### src/rtl/ysyx_22050039_ifu.sv
// Instruction fetch unit: owns the PC, fetches one 32-bit word at a time and hands it to decode.
// Optional misaligned-fetch fault generation is enabled with `define YSYX_22050039_IFU_MISALIGN_EN.
module ysyx_22050039_ifu #(
  parameter int              XLEN     = 64,
  parameter int              INST_LEN = 32,
  parameter logic [XLEN-1:0] RESET_PC = 64'h0000_0000_8000_0000
) (
  input  logic                clk,
  input  logic                rst,
  input  logic                redirect_valid,
  input  logic [XLEN-1:0]     redirect_pc,
  output logic                imem_req_valid,
  input  logic                imem_req_ready,
  output logic [XLEN-1:0]     imem_req_addr,
  input  logic                imem_rsp_valid,
  input  logic [INST_LEN-1:0] imem_rsp_data,
  output logic                inst_valid,
  input  logic                inst_ready,
  output logic [INST_LEN-1:0] inst,
  output logic [XLEN-1:0]     inst_pc,
  output logic                fetch_fault
);

  typedef enum logic [1:0] {
    S_BOOT = 2'd0,
    S_REQ  = 2'd1,
    S_WAIT = 2'd2,
    S_HOLD = 2'd3
  } state_e;

  localparam logic [INST_LEN-1:0] NOP_INST = 32'h0000_0013;
  localparam logic [XLEN-1:0]     PC_STEP  = {{(XLEN-3){1'b0}}, 3'd4};

  state_e              state_q, state_d;
  logic [XLEN-1:0]     pc_q, pc_d;
  logic                kill_q, kill_d;
  logic [INST_LEN-1:0] inst_q, inst_d;
  logic [XLEN-1:0]     inst_pc_q, inst_pc_d;
  logic                inst_valid_q, inst_valid_d;
  logic                fault_q, fault_d;
  logic                misalign_s;

`ifdef YSYX_22050039_IFU_MISALIGN_EN
  assign misalign_s    = (pc_q[1:0] != 2'b00);
  assign imem_req_addr = pc_q;
  assign fetch_fault   = fault_q;
`else
  assign misalign_s    = 1'b0;
  assign imem_req_addr = {pc_q[XLEN-1:2], 2'b00};
  assign fetch_fault   = 1'b0;
`endif

  assign imem_req_valid = (state_q == S_REQ) && !misalign_s;
  assign inst_valid     = inst_valid_q;
  assign inst           = inst_q;
  assign inst_pc        = inst_pc_q;

  // Next-state and datapath update for the fetch sequencer.
  always_comb begin
    state_d      = state_q;
    pc_d         = pc_q;
    kill_d       = kill_q;
    inst_d       = inst_q;
    inst_pc_d    = inst_pc_q;
    inst_valid_d = inst_valid_q;
    fault_d      = fault_q;
    case (state_q)
      S_BOOT: begin
        state_d = S_REQ;
      end
      S_REQ: begin
        if (redirect_valid) begin
          // A redirect racing an accepted request leaves one stale response to drop.
          pc_d = redirect_pc;
          if (imem_req_ready && !misalign_s) begin
            kill_d  = 1'b1;
            state_d = S_WAIT;
          end else begin
            state_d = S_REQ;
          end
        end else if (misalign_s) begin
          state_d      = S_HOLD;
          inst_d       = NOP_INST;
          inst_pc_d    = pc_q;
          inst_valid_d = 1'b1;
          fault_d      = 1'b1;
        end else if (imem_req_ready) begin
          state_d = S_WAIT;
        end else begin
          state_d = S_REQ;
        end
      end
      S_WAIT: begin
        if (redirect_valid) begin
          pc_d = redirect_pc;
          if (imem_rsp_valid) begin
            kill_d  = 1'b0;
            state_d = S_REQ;
          end else begin
            kill_d = 1'b1;
          end
        end else if (imem_rsp_valid) begin
          if (kill_q) begin
            kill_d  = 1'b0;
            state_d = S_REQ;
          end else begin
            inst_d       = imem_rsp_data;
            inst_pc_d    = pc_q;
            inst_valid_d = 1'b1;
            state_d      = S_HOLD;
          end
        end else begin
          state_d = S_WAIT;
        end
      end
      S_HOLD: begin
        if (redirect_valid) begin
          pc_d         = redirect_pc;
          inst_valid_d = 1'b0;
          fault_d      = 1'b0;
          state_d      = S_REQ;
        end else if (inst_ready) begin
          pc_d         = pc_q + PC_STEP;
          inst_valid_d = 1'b0;
          fault_d      = 1'b0;
          state_d      = S_REQ;
        end else begin
          state_d = S_HOLD;
        end
      end
      default: begin
        state_d = S_BOOT;
      end
    endcase
  end

  // State and output registers.
  always_ff @(posedge clk or posedge rst) begin
    if (rst) begin
      state_q      <= S_BOOT;
      pc_q         <= RESET_PC;
      kill_q       <= 1'b0;
      inst_q       <= '0;
      inst_pc_q    <= '0;
      inst_valid_q <= 1'b0;
      fault_q      <= 1'b0;
    end else begin
      state_q      <= state_d;
      pc_q         <= pc_d;
      kill_q       <= kill_d;
      inst_q       <= inst_d;
      inst_pc_q    <= inst_pc_d;
      inst_valid_q <= inst_valid_d;
      fault_q      <= fault_d;
    end
  end

endmodule
### config.mk
export PLATFORM = sky130hd
export DESIGN_NAME = ysyx_22050039_ifu
export DESIGN_NICKNAME = d
export VERILOG_FILES = /design/src/rtl/ysyx_22050039_ifu.sv
export SDC_FILE = /design/constraint.sdc
export NUM_CORES = 1
export LEC_CHECK = 0
export CAP_MARGIN = 15
export CORE_ASPECT_RATIO = 0.5
export CORE_MARGIN = 1.5
export CORE_UTILIZATION = 48
export CTS_CLUSTER_DIAMETER = 60
export CTS_CLUSTER_SIZE = 30
export DETAILED_ROUTE_END_ITERATION = 16
export GPL_TIMING_DRIVEN = 1
export PLACE_DENSITY = 0.77
export SETUP_SLACK_MARGIN = 0.4
export SLEW_MARGIN = 10
export SYNTH_ARGS = -nofsm -noshare
export SYNTH_HDL_FRONTEND = slang
export SYNTH_SLANG_ARGS = --single-unit
### constraint.sdc
create_clock -name clk -period 7.7 [get_ports clk]
set_input_delay 1.54 -clock clk [delete_from_list [all_inputs] [get_ports clk]]
set_output_delay 1.54 -clock clk [all_outputs]
set_load 0.1 [all_outputs]
==> out/results.ini, run 1 <==
[run_status]
outcome=finished clean

[cells_and_area]
design_area_um2=11890
mostFrequentLayoutCell=clkdlybuf4s50_1
fin_nets=1147
diodes=0
area_delta_synth_final_pct=33.71
drive_gt1_share_pct=15.97
final_cell_mix=clkdlybuf4s50_1, dfrtp_1, mux2_2

[global_route]
grt_usage_pct=27.86
antenna_found_initial=0
grt_pass1_wl_um=42390
grt_pass1_vias=7693
grt_overflow=0
grt_max_degree=95

[synth]
netlist_instances=868
yosys_warnings=0
synth-main-ff-cell=dfrtp_1
ys_async_sr_fraction_pct=100.0
yosysSeqAreaShare_pct=46.18
synth_seq_cells=164
synth_edf_count=0
yosysTopAreaCellShare_pct=45.88
netlist_area_um2=8890
synth.avg_cell_area_um2=10.24
synth_cell_types=63
yosysTopAreaCell=dfrtp_1
synth_area_leaders=dfrtp_1, mux2_2, buf_4

[sta]
timing.final.hold_violations=0
rsz0062_at_grt=false
slew-limit-headroom_pct=28.67
setup_viol=0
min_period_ns=4.495
slew_viol_final=0
max_freq_ghz=0.2225
finClkSkew_ns=0.01001
final.setup.tns_ns=0
period_share_pct=58.37
tightest_slew_ns=1.067

[clock_network]
htreeDepth=4
ctsHoldBuffers=0
cts-root-buf=clkbuf_16
clock_sinks=164
cts_buffers=17
cts.clk_slew.worst_paths_ns=0.07
cts.path.max_buffers=2
cts_tree=yes
insertion_delay_ns=0.43
cts_setup_buffers=0
cts-resized-gates=0

[placement]
io_buffers=261
placed_cell_area_um2=11190
gp_congestion=0.9015
hpwlAfterDp_um=18690

[setup_path]
cp-end-kind=flop
cp_slowest_cell=or4b_2
path_class=input pin to flop
critPathMaxStageDelay_ns=0.82
cp.arrival_ns=4.83
critPathMaxFanout=94
critPathRequiredTime_ns=8.04
crit_start=redirect_valid
crit_chain=clkdlybuf4s50_1 > nor2b_4 > buf_4 > nand3_1 > or4b_2 > o211ai_1
crit_path_start_kind=input pin
rr_startpoint=state_q[0]$_DFFE_PP0P_

[die]
die_w_um=195.5
design.portCount=265
initial_core_util_pct=50.11
coreArea_um2=17740
die_h_um=99.23
num_rows=34
dieArea_um2=19400

[route]
drt_iter0_markers=781
drc_errors=0
vias_per_cell=6.127
dr.pass1.iters=5
drt-total-wl_um=27000
ant_nets=0
vias=7879
wl_per_cell_um=20.99

[job]
maxCapViolCount=0

[hold_path]
hold_path.class=flop to flop
min-delay-start=pc_q[1]$_DFFE_PP0P_

[state kept, by name, indices dropped and copies added, names as in the netlist]
| register | count |
|---|---|
| inst_pc | 64 |
| pc_q | 64 |
| inst | 32 |
| state_q | 2 |
| inst_valid | 1 |
| kill_q | 1 |
[cell type report]
class                           instances  area [um2]
Clock buffer                           19       442.9
Clock inverter                         12       251.5
Fill cell                            1370        5853
Sequential cell                       164        4105
Inverter                               14       57.56
Tap cell                              234       292.8
Timing Repair Buffer                  270        2680
Multi-Input combinational cell        573        4056
[path summary, 6_finish.rpt]
check                           slack, ns                endpoint  depth (start not counted)
worst max register to register       4.21    pc_q[63]$_DFFE_PP0P_                          6
worst min register to register       0.50  inst_pc[1]$_DFFE_PP0P_                          1
max in group asynchronous            4.52    pc_q[26]$_DFFE_PP0P_                          3
min in group asynchronous            1.65    inst[11]$_DFFE_PP0P_                          2
worst min-delay path                 0.50  inst_pc[1]$_DFFE_PP0P_                          1
worst max-delay path                 3.21    pc_q[63]$_DFFE_PP0P_                          6
[synthesized netlist by cell type, drive strengths merged, types with 2 or more instances]
cell     count
nor2b        3
clkbuf      38
o22ai       18
nand3b       2
o21bai       4
o311ai       5
o31a         4
o211ai      10
a31oi        4
o21ba        2
mux2       100
or4         12
ha           5
nand4       41
inv         14
dfrtp      163
a311oi       3
nor2        40
a21oi       42
buf         81
and4         6
o311a        2
o31ai        4
and2         6
a22oi        6
nand3       43
and3        10
a31o         2
nor3        29
o22a         7
o211a        2
o21ai       30
nand2b       3
o21a         5
a211oi       7
or3          5
nand2       63
a2bb2oi     15
nor4        21
[critical path: cells and delay by family]
kind	cells	cell delay, ns
buffers and inverters	2	1.36
AO/OA/AOI/OAI	1	0.20
AND/OR/NAND/NOR	3	1.73
[routing by layer]
metal,GRT usage [%],wire length [um],up-vias
met5,0,0,-
met4,8.706,432,0
met3,8.104,2569,46
met2,44.97,12760,400
met1,36.53,11240,3923
li1,-,-,3510
[logic make-up (layout without fill, tap and decap cells)]
family	after synthesis	count (layout)	synth area share, %
AO/OA/AOI/OAI	177	177	13.39
flip-flops	164	164	46.18
multiplexers	101	101	12.78
AND/OR/NAND/NOR	287	287	18.34
buffers and inverters	133	315	8.571
adder cells (fa/ha/maj)	5	5	0.7037
other	1	3	0.04218
[metrics by stage]
stage          std cells  hold WS (ns)  setup WS, ns  util [%]
6_report            1286        0.5028         3.206     67.01
5_1_grt             1286        0.5139         3.095     67.01
4_1_cts             1286        0.5040         3.277     67.01
3_5_place_dp        1255        0.4881         2.904     63.09
3_3_place_gp        1255        0.4802         2.992     63.09
2_1_floorplan        870        0.4736         1.728         -
Power of run 1 is left out: the tool's default activity adds up to more than one toggle a clock period on the data nets, which glitch-free logic cannot reach.
==> inputs of run 2 (changes only) <==
--- a/config.mk
+++ b/config.mk
@@ -8,12 +8,12 @@
 export CAP_MARGIN = 15
 export CORE_ASPECT_RATIO = 0.5
 export CORE_MARGIN = 1.5
-export CORE_UTILIZATION = 48
+export CORE_UTILIZATION = 43
 export CTS_CLUSTER_DIAMETER = 60
 export CTS_CLUSTER_SIZE = 30
 export DETAILED_ROUTE_END_ITERATION = 16
 export GPL_TIMING_DRIVEN = 1
-export PLACE_DENSITY = 0.77
+export PLACE_DENSITY = 0.73
 export SETUP_SLACK_MARGIN = 0.4
 export SLEW_MARGIN = 10
 export SYNTH_ARGS = -nofsm -noshare
==> constraint.sdc (replaced) <==
create_clock -name clk -period 3.7 [get_ports clk]
set_input_delay 0.74 -clock clk [delete_from_list [all_inputs] [get_ports clk]]
set_output_delay 0.74 -clock clk [all_outputs]
set_load 0.1 [all_outputs]
==> run 2 against run 1 <==
Flip-flop and latch count unchanged. Register-to-register slack worse by 3.2 ns. Worst hold slack worse by 0.0020 ns.
==> out/results.ini, run 2 (synthesis gave the netlist of run 1 again) <==
[setup_path]
cp.arrival_ns=2.24  ; was 4.83 ns
critPathMaxFanout=9  ; was 94
crit_chain=clkdlybuf4s50_1  ; was clkdlybuf4s50_1 > nor2b_4 > buf_4 > nand3_1 > or4b_2 > o211ai_1
critPathRequiredTime_ns=2.96  ; was 8.04 ns
cp_slowest_cell=clkdlybuf4s50_1  ; was or4b_2
critPathTopFamily=buffers and inverters  ; was simple AND/OR/NAND/NOR gates
critPathMaxStageDelay_ns=1.22  ; was 0.82 ns
path_buf_inv=1  ; was 2
path_class=flop to primary output  ; was input pin to flop
cp-end-kind=primary output  ; was flop
crit_path_start_kind=flop  ; was input pin

[die]
die_h_um=104.7  ; was 99.23 um
num_rows=36  ; was 34
initial_core_util_pct=44.75  ; was 50.11%
die_w_um=206.3  ; was 195.5 um
dieArea_um2=21600  ; was 19400 um2
design.portCount=265  ; unchanged
coreArea_um2=19860  ; was 17740 um2

[cells_and_area]
fin_nets=1154  ; was 1147
design_area_um2=11890  ; about the same
stdcell_count=1325  ; was 1286
multiInputGateArea_um2=4056  ; unchanged
mostFrequentLayoutCell=clkdlybuf4s50_1  ; unchanged
final_cell_mix=clkdlybuf4s50_1, dfrtp_1, mux2_2  ; unchanged
fillers=1630  ; was 1370
area_delta_synth_final_pct=33.79  ; was 33.71%
drive_gt1_share_pct=17.67  ; was 15.97%
register_area_um2=4105  ; unchanged

[global_route]
grt_pass1_vias=7798  ; was 7693
grt_overflow=0  ; unchanged
grt_pass1_wl_um=42560  ; was 42390 um
antenna_found_initial=1  ; was 0
grt_usage_pct=25.04  ; was 27.86%
grt_max_degree=104  ; was 95

[clock_network]
ctsHoldBuffers=0  ; unchanged
cts_setup_buffers=0  ; unchanged
cts-root-buf=clkbuf_16  ; unchanged
cts.clk_slew.worst_paths_ns=0.06  ; was 0.07 ns
cts_tree=yes  ; unchanged
clock_sinks=164  ; unchanged
cts.path.max_buffers=2  ; unchanged
cts-resized-gates=0  ; unchanged
cts_buffers=17  ; unchanged
htreeDepth=4  ; unchanged
insertion_delay_ns=0.43  ; about the same

[route]
vias_per_cell=5.918  ; was 6.127
ant_nets=0  ; unchanged
drt-total-wl_um=26750  ; was 27000 um
dr.pass1.iters=6  ; was 5
wl_per_cell_um=20.19  ; was 20.99 um
drc_errors=0  ; unchanged
vias=7841  ; was 7879
drt_iter0_markers=616  ; was 781

[sta]
finClkSkew_ns=0.01183  ; was 0.01001 ns
slew_viol_final=0  ; unchanged
tightest_slew_ns=1.043  ; was 1.067 ns
min_period_ns=2.982
setup_viol=0  ; unchanged
timing.final.hold_violations=0  ; unchanged
max_freq_ghz=0.3353
final.setup.tns_ns=0  ; unchanged
rsz0062_at_grt=false  ; unchanged
period_share_pct=80.60
slew-limit-headroom_pct=30.22  ; was 28.67%
finalWorstSetupSlack_ns=0.7178  ; was 3.206 ns

[placement]
placed_cell_area_um2=11300  ; was 11190 um2
gp_congestion=0.9329  ; was 0.9015
pre_cts_ws_ns=0.6525  ; was 2.904 ns
hpwlAfterDp_um=19110  ; was 18690 um
dp_cells=1294  ; was 1255
io_buffers=261  ; unchanged

[run_status]
outcome=finished clean  ; unchanged

[hold_path]
hold_path.class=flop to flop  ; unchanged

[job]
maxCapViolCount=0  ; unchanged

run 2: changes by cell type in the layout (fill, tap and decap cells not counted):
cell	previous run	this run
clkinvlp_4	2	3
bufinv_16	7	4
clkinv_2	0	3
clkinv_4	2	1
buf_12	0	4
clkbuf_1	1	3
diode_2	0	1
inv_6	2	0
buf_4	9	27
clkbuf_8	1	0
clkdlybuf4s50_1	261	246
run 2: per-layer routing:
layer | share of wire (%) | wire, um | vias to the layer above | global-route usage [%]
met3 | 8.7 | 2326 | 39 | 6.644
li1 | - | - | 3539 | -
met1 | 43 | 11600 | 3897 | 35.03
met5 | 0 | 0 | - | 0
met2 | 47 | 12440 | 366 | 38.14
met4 | 1.4 | 386 | 0 | 6.884
run 2: area by class of cell:
class / count / share of cell area, %
repair buffers: 277 / 23.08
multi-input cells: 573 / 34.10
clock buffers: 20 / 3.671
well taps: 266 / 2.798
clock inverters: 10 / 1.336
diodes: 1 / 0.02104
inverters: 14 / 0.4734
flip-flops and latches: 164 / 34.52
run 2: metrics by stage:
stage | utilization [%] | hold slack (ns)
6_report | 59.88 | 0.5008
5_1_grt | 59.86 | 0.5161
4_1_cts | 59.86 | 0.5044
3_5_place_dp | 56.87 | 0.4885
3_3_place_gp | 56.87 | 0.4841
2_1_floorplan | - | 0.4736
run 2: worst paths after layout:
| kind | startpoint | endpoint | slack, ns | depth (start not counted) |
|---|---|---|---|---|
| min reg2reg | pc_q[1]$_DFFE_PP0P_ | inst_pc[1]$_DFFE_PP0P_ | 0.50 | 1 |
| min | pc_q[1]$_DFFE_PP0P_ | inst_pc[1]$_DFFE_PP0P_ | 0.50 | 1 |
| max in group asynchronous | rst | inst_pc[62]$_DFFE_PP0P_ | 2.36 | 3 |
| max | pc_q[37]$_DFFE_PP0P_ | imem_req_addr[37] | 0.72 | 1 |
| min in group asynchronous | rst | inst_pc[12]$_DFFE_PP0P_ | 0.79 | 3 |
| max reg2reg | pc_q[2]$_DFFE_PP0P_ | pc_q[62]$_DFFE_PP0P_ | 0.97 | 6 |
Power of run 2 is left out for the same reason.
==> inputs of run 3 (changes only) <==
==> constraint.sdc (replaced) <==
create_clock -name clk -period 2.5 [get_ports clk]
set_input_delay 0.5 -clock clk [delete_from_list [all_inputs] [get_ports clk]]
set_output_delay 0.5 -clock clk [all_outputs]
set_load 0.1 [all_outputs]
==> run 3 against run 2 <==
Setup slack worse by 0.37 ns. Sequential share of layout area fell by 1.3 points. First-iteration DRC count rose by 7.6%. Critical path type is now flop to flop. Largest cell class is now multi-input combinational cells.
==> out/results.ini, run 3 (synthesis gave the netlist of run 1 again) <==
[sta]
period_share_pct=86.24
timing.final.hold_violations=0  ; unchanged
min_period_ns=2.156
tightest_slew_ns=0.5149  ; was 1.043 ns
slew_viol_final=0  ; unchanged
finClkSkew_ns=0.01370  ; was 0.01183 ns
rsz0062_at_grt=true  ; was false
slew-limit-headroom_pct=65.67  ; was 30.22%
setup_viol=0  ; unchanged
hold_slack_ns=0.5026  ; was 0.5008 ns
max_freq_ghz=0.4638

[cells_and_area]
fin_nets=1233  ; was 1154
drive_gt1_share_pct=39.86  ; was 17.67%
fin_util_pct=62.55  ; was 59.88%
area_delta_synth_final_pct=39.78  ; was 33.79%
diodes=0  ; was 1
mostFrequentLayoutCell=buf_4  ; was clkdlybuf4s50_1
final_cell_mix=buf_4, dfrtp_1, clkdlybuf4s50_1  ; was clkdlybuf4s50_1, dfrtp_1, mux2_2

[route]
drt_iter0_markers=663  ; was 616
wl_per_cell_um=20.42  ; was 20.19 um
ant_nets=0  ; unchanged
vias=8206  ; was 7841
drc_errors=0  ; unchanged
drt-total-wl_um=28690  ; was 26750 um
vias_per_cell=5.841  ; was 5.918
dr.pass1.iters=5  ; was 6

[die]
die_h_um=104.7  ; unchanged
dieArea_um2=21600  ; unchanged
num_rows=36  ; unchanged
design.portCount=265  ; unchanged
die_w_um=206.3  ; unchanged
coreArea_um2=19860  ; unchanged
initial_core_util_pct=44.75  ; unchanged

[setup_path]
critPathRequiredTime_ns=2.87  ; was 2.96 ns
path_class=flop to flop  ; was flop to primary output
critPathMaxFanout=6  ; was 9
crit_path_start_kind=flop  ; unchanged
critPathMaxStageDelay_ns=0.42  ; was 1.22 ns
cp-end-kind=flop  ; was primary output
cp_slowest_cell=or4_1  ; was clkdlybuf4s50_1
cp.arrival_ns=2.52  ; was 2.24 ns
path_buf_inv=2  ; was 1
crit_chain=ha_2 > nand4_1 > buf_4 > nor4_4 > nand4_1 > buf_4 > or4_1 > nand3_1  ; was clkdlybuf4s50_1
critPathTopFamily=simple AND/OR/NAND/NOR gates  ; was buffers and inverters

[global_route]
grt_pass1_wl_um=44400  ; was 42560 um
grt_max_degree=86  ; was 104
grt_usage_pct=26.43  ; was 25.04%
grt_overflow=0  ; unchanged
antenna_found_initial=0  ; was 1
grt_pass1_vias=8064  ; was 7798

[hold_path]
hold_path.class=flop to flop  ; unchanged

[clock_network]
cts-root-buf=clkbuf_16  ; unchanged
ctsHoldBuffers=0  ; unchanged
clock_sinks=164  ; unchanged
insertion_delay_ns=0.44  ; was 0.43 ns
cts.path.max_buffers=2  ; unchanged
cts_buffers=17  ; unchanged
cts_tree=yes  ; unchanged
cts.clk_slew.worst_paths_ns=0.07  ; was 0.06 ns
htreeDepth=4  ; unchanged

[placement]
gp_congestion=0.8713  ; was 0.9329
io_buffers=261  ; unchanged
hpwlAfterDp_um=20240  ; was 19110 um

[job]
maxCapViolCount=0  ; unchanged

[run_status]
outcome=finished clean  ; unchanged

[run 3: cell count changes in the layout (fill, tap and decap cells not counted), moves of 4 or more]
cell	delta
ha_1	-4
clkdlybuf4s50_1	-145
dfrtp_1	-20
dfrtp_2	+20
buf_12	+6
buf_4	+216
[run 3: worst register-to-register path, stage by stage (launching register included)]
cell     delay [ns]
dfrtp_1        0.41
ha_2           0.24
nand4_1        0.21
buf_4          0.21
nor4_4         0.18
nand4_1        0.13
buf_4          0.19
or4_1          0.42
nand3_1        0.11
[run 3: area by class of cell]
| cell class | instances | area, um2 |
|---|---|---|
| clock inverters | 11 | 126.4 |
| flip-flops and latches | 164 | 4130 |
| well taps | 266 | 332.8 |
| multi-input cells | 573 | 4224 |
| repair buffers | 356 | 3085 |
| clock buffers | 21 | 470.5 |
| fillers | 1648 | 7438 |
| inverters | 14 | 56.30 |
[run 3: path summary, 6_finish.rpt]
check,from,end,slack (ns),cells past startpoint
max,pc_q[2]$_DFFE_PP0P_,pc_q[46]$_DFFE_PP0P_,0.34,8
max reg2reg,pc_q[2]$_DFFE_PP0P_,pc_q[46]$_DFFE_PP0P_,0.34,8
max in group asynchronous,rst,pc_q[42]$_DFFE_PP0P_,1.51,3
min in group asynchronous,rst,inst_pc[12]$_DFFE_PP0P_,0.54,3
min,pc_q[1]$_DFFE_PP0P_,inst_pc[1]$_DFFE_PP0P_,0.50,1
min reg2reg,pc_q[1]$_DFFE_PP0P_,inst_pc[1]$_DFFE_PP0P_,0.50,1
[run 3: metal layers]
| layer | up-vias | GRT usage, % | part of all wire, % |
|---|---|---|---|
| li1 | 3693 | - | - |
| met1 | 4116 | 36.61 | 44 |
| met2 | 362 | 40.27 | 46 |
| met3 | 35 | 7.361 | 8.4 |
| met4 | 0 | 7.557 | 1.5 |
| met5 | - | 0 | 0 |
[run 3: per-stage QoR]
step / setup slack (ns) / TNS (ns) / cells / instance area, um2
2_1_floorplan: -0.08397 / -13.69 / 870 / 8907
3_3_place_gp: 0.1560 / 0 / 1352 / 11450
3_5_place_dp: 0.08635 / 0 / 1352 / 11450
4_1_cts: 0.3667 / 0 / 1389 / 12160
5_1_grt: 0.2625 / 0 / 1405 / 12430
6_report: 0.3440 / 0 / 1405 / 12430
[run 3: repair_timing]
action / in CTS / in global routing
buffers inserted: 5 / 14
gates resized for setup: 18 / 36
setup endpoints to repair: 29 / 118
hold endpoints to repair: 0 / 0
pin swaps: 5 / 8
cloned: 0 / 2
Power of run 3 is left out for the same reason.
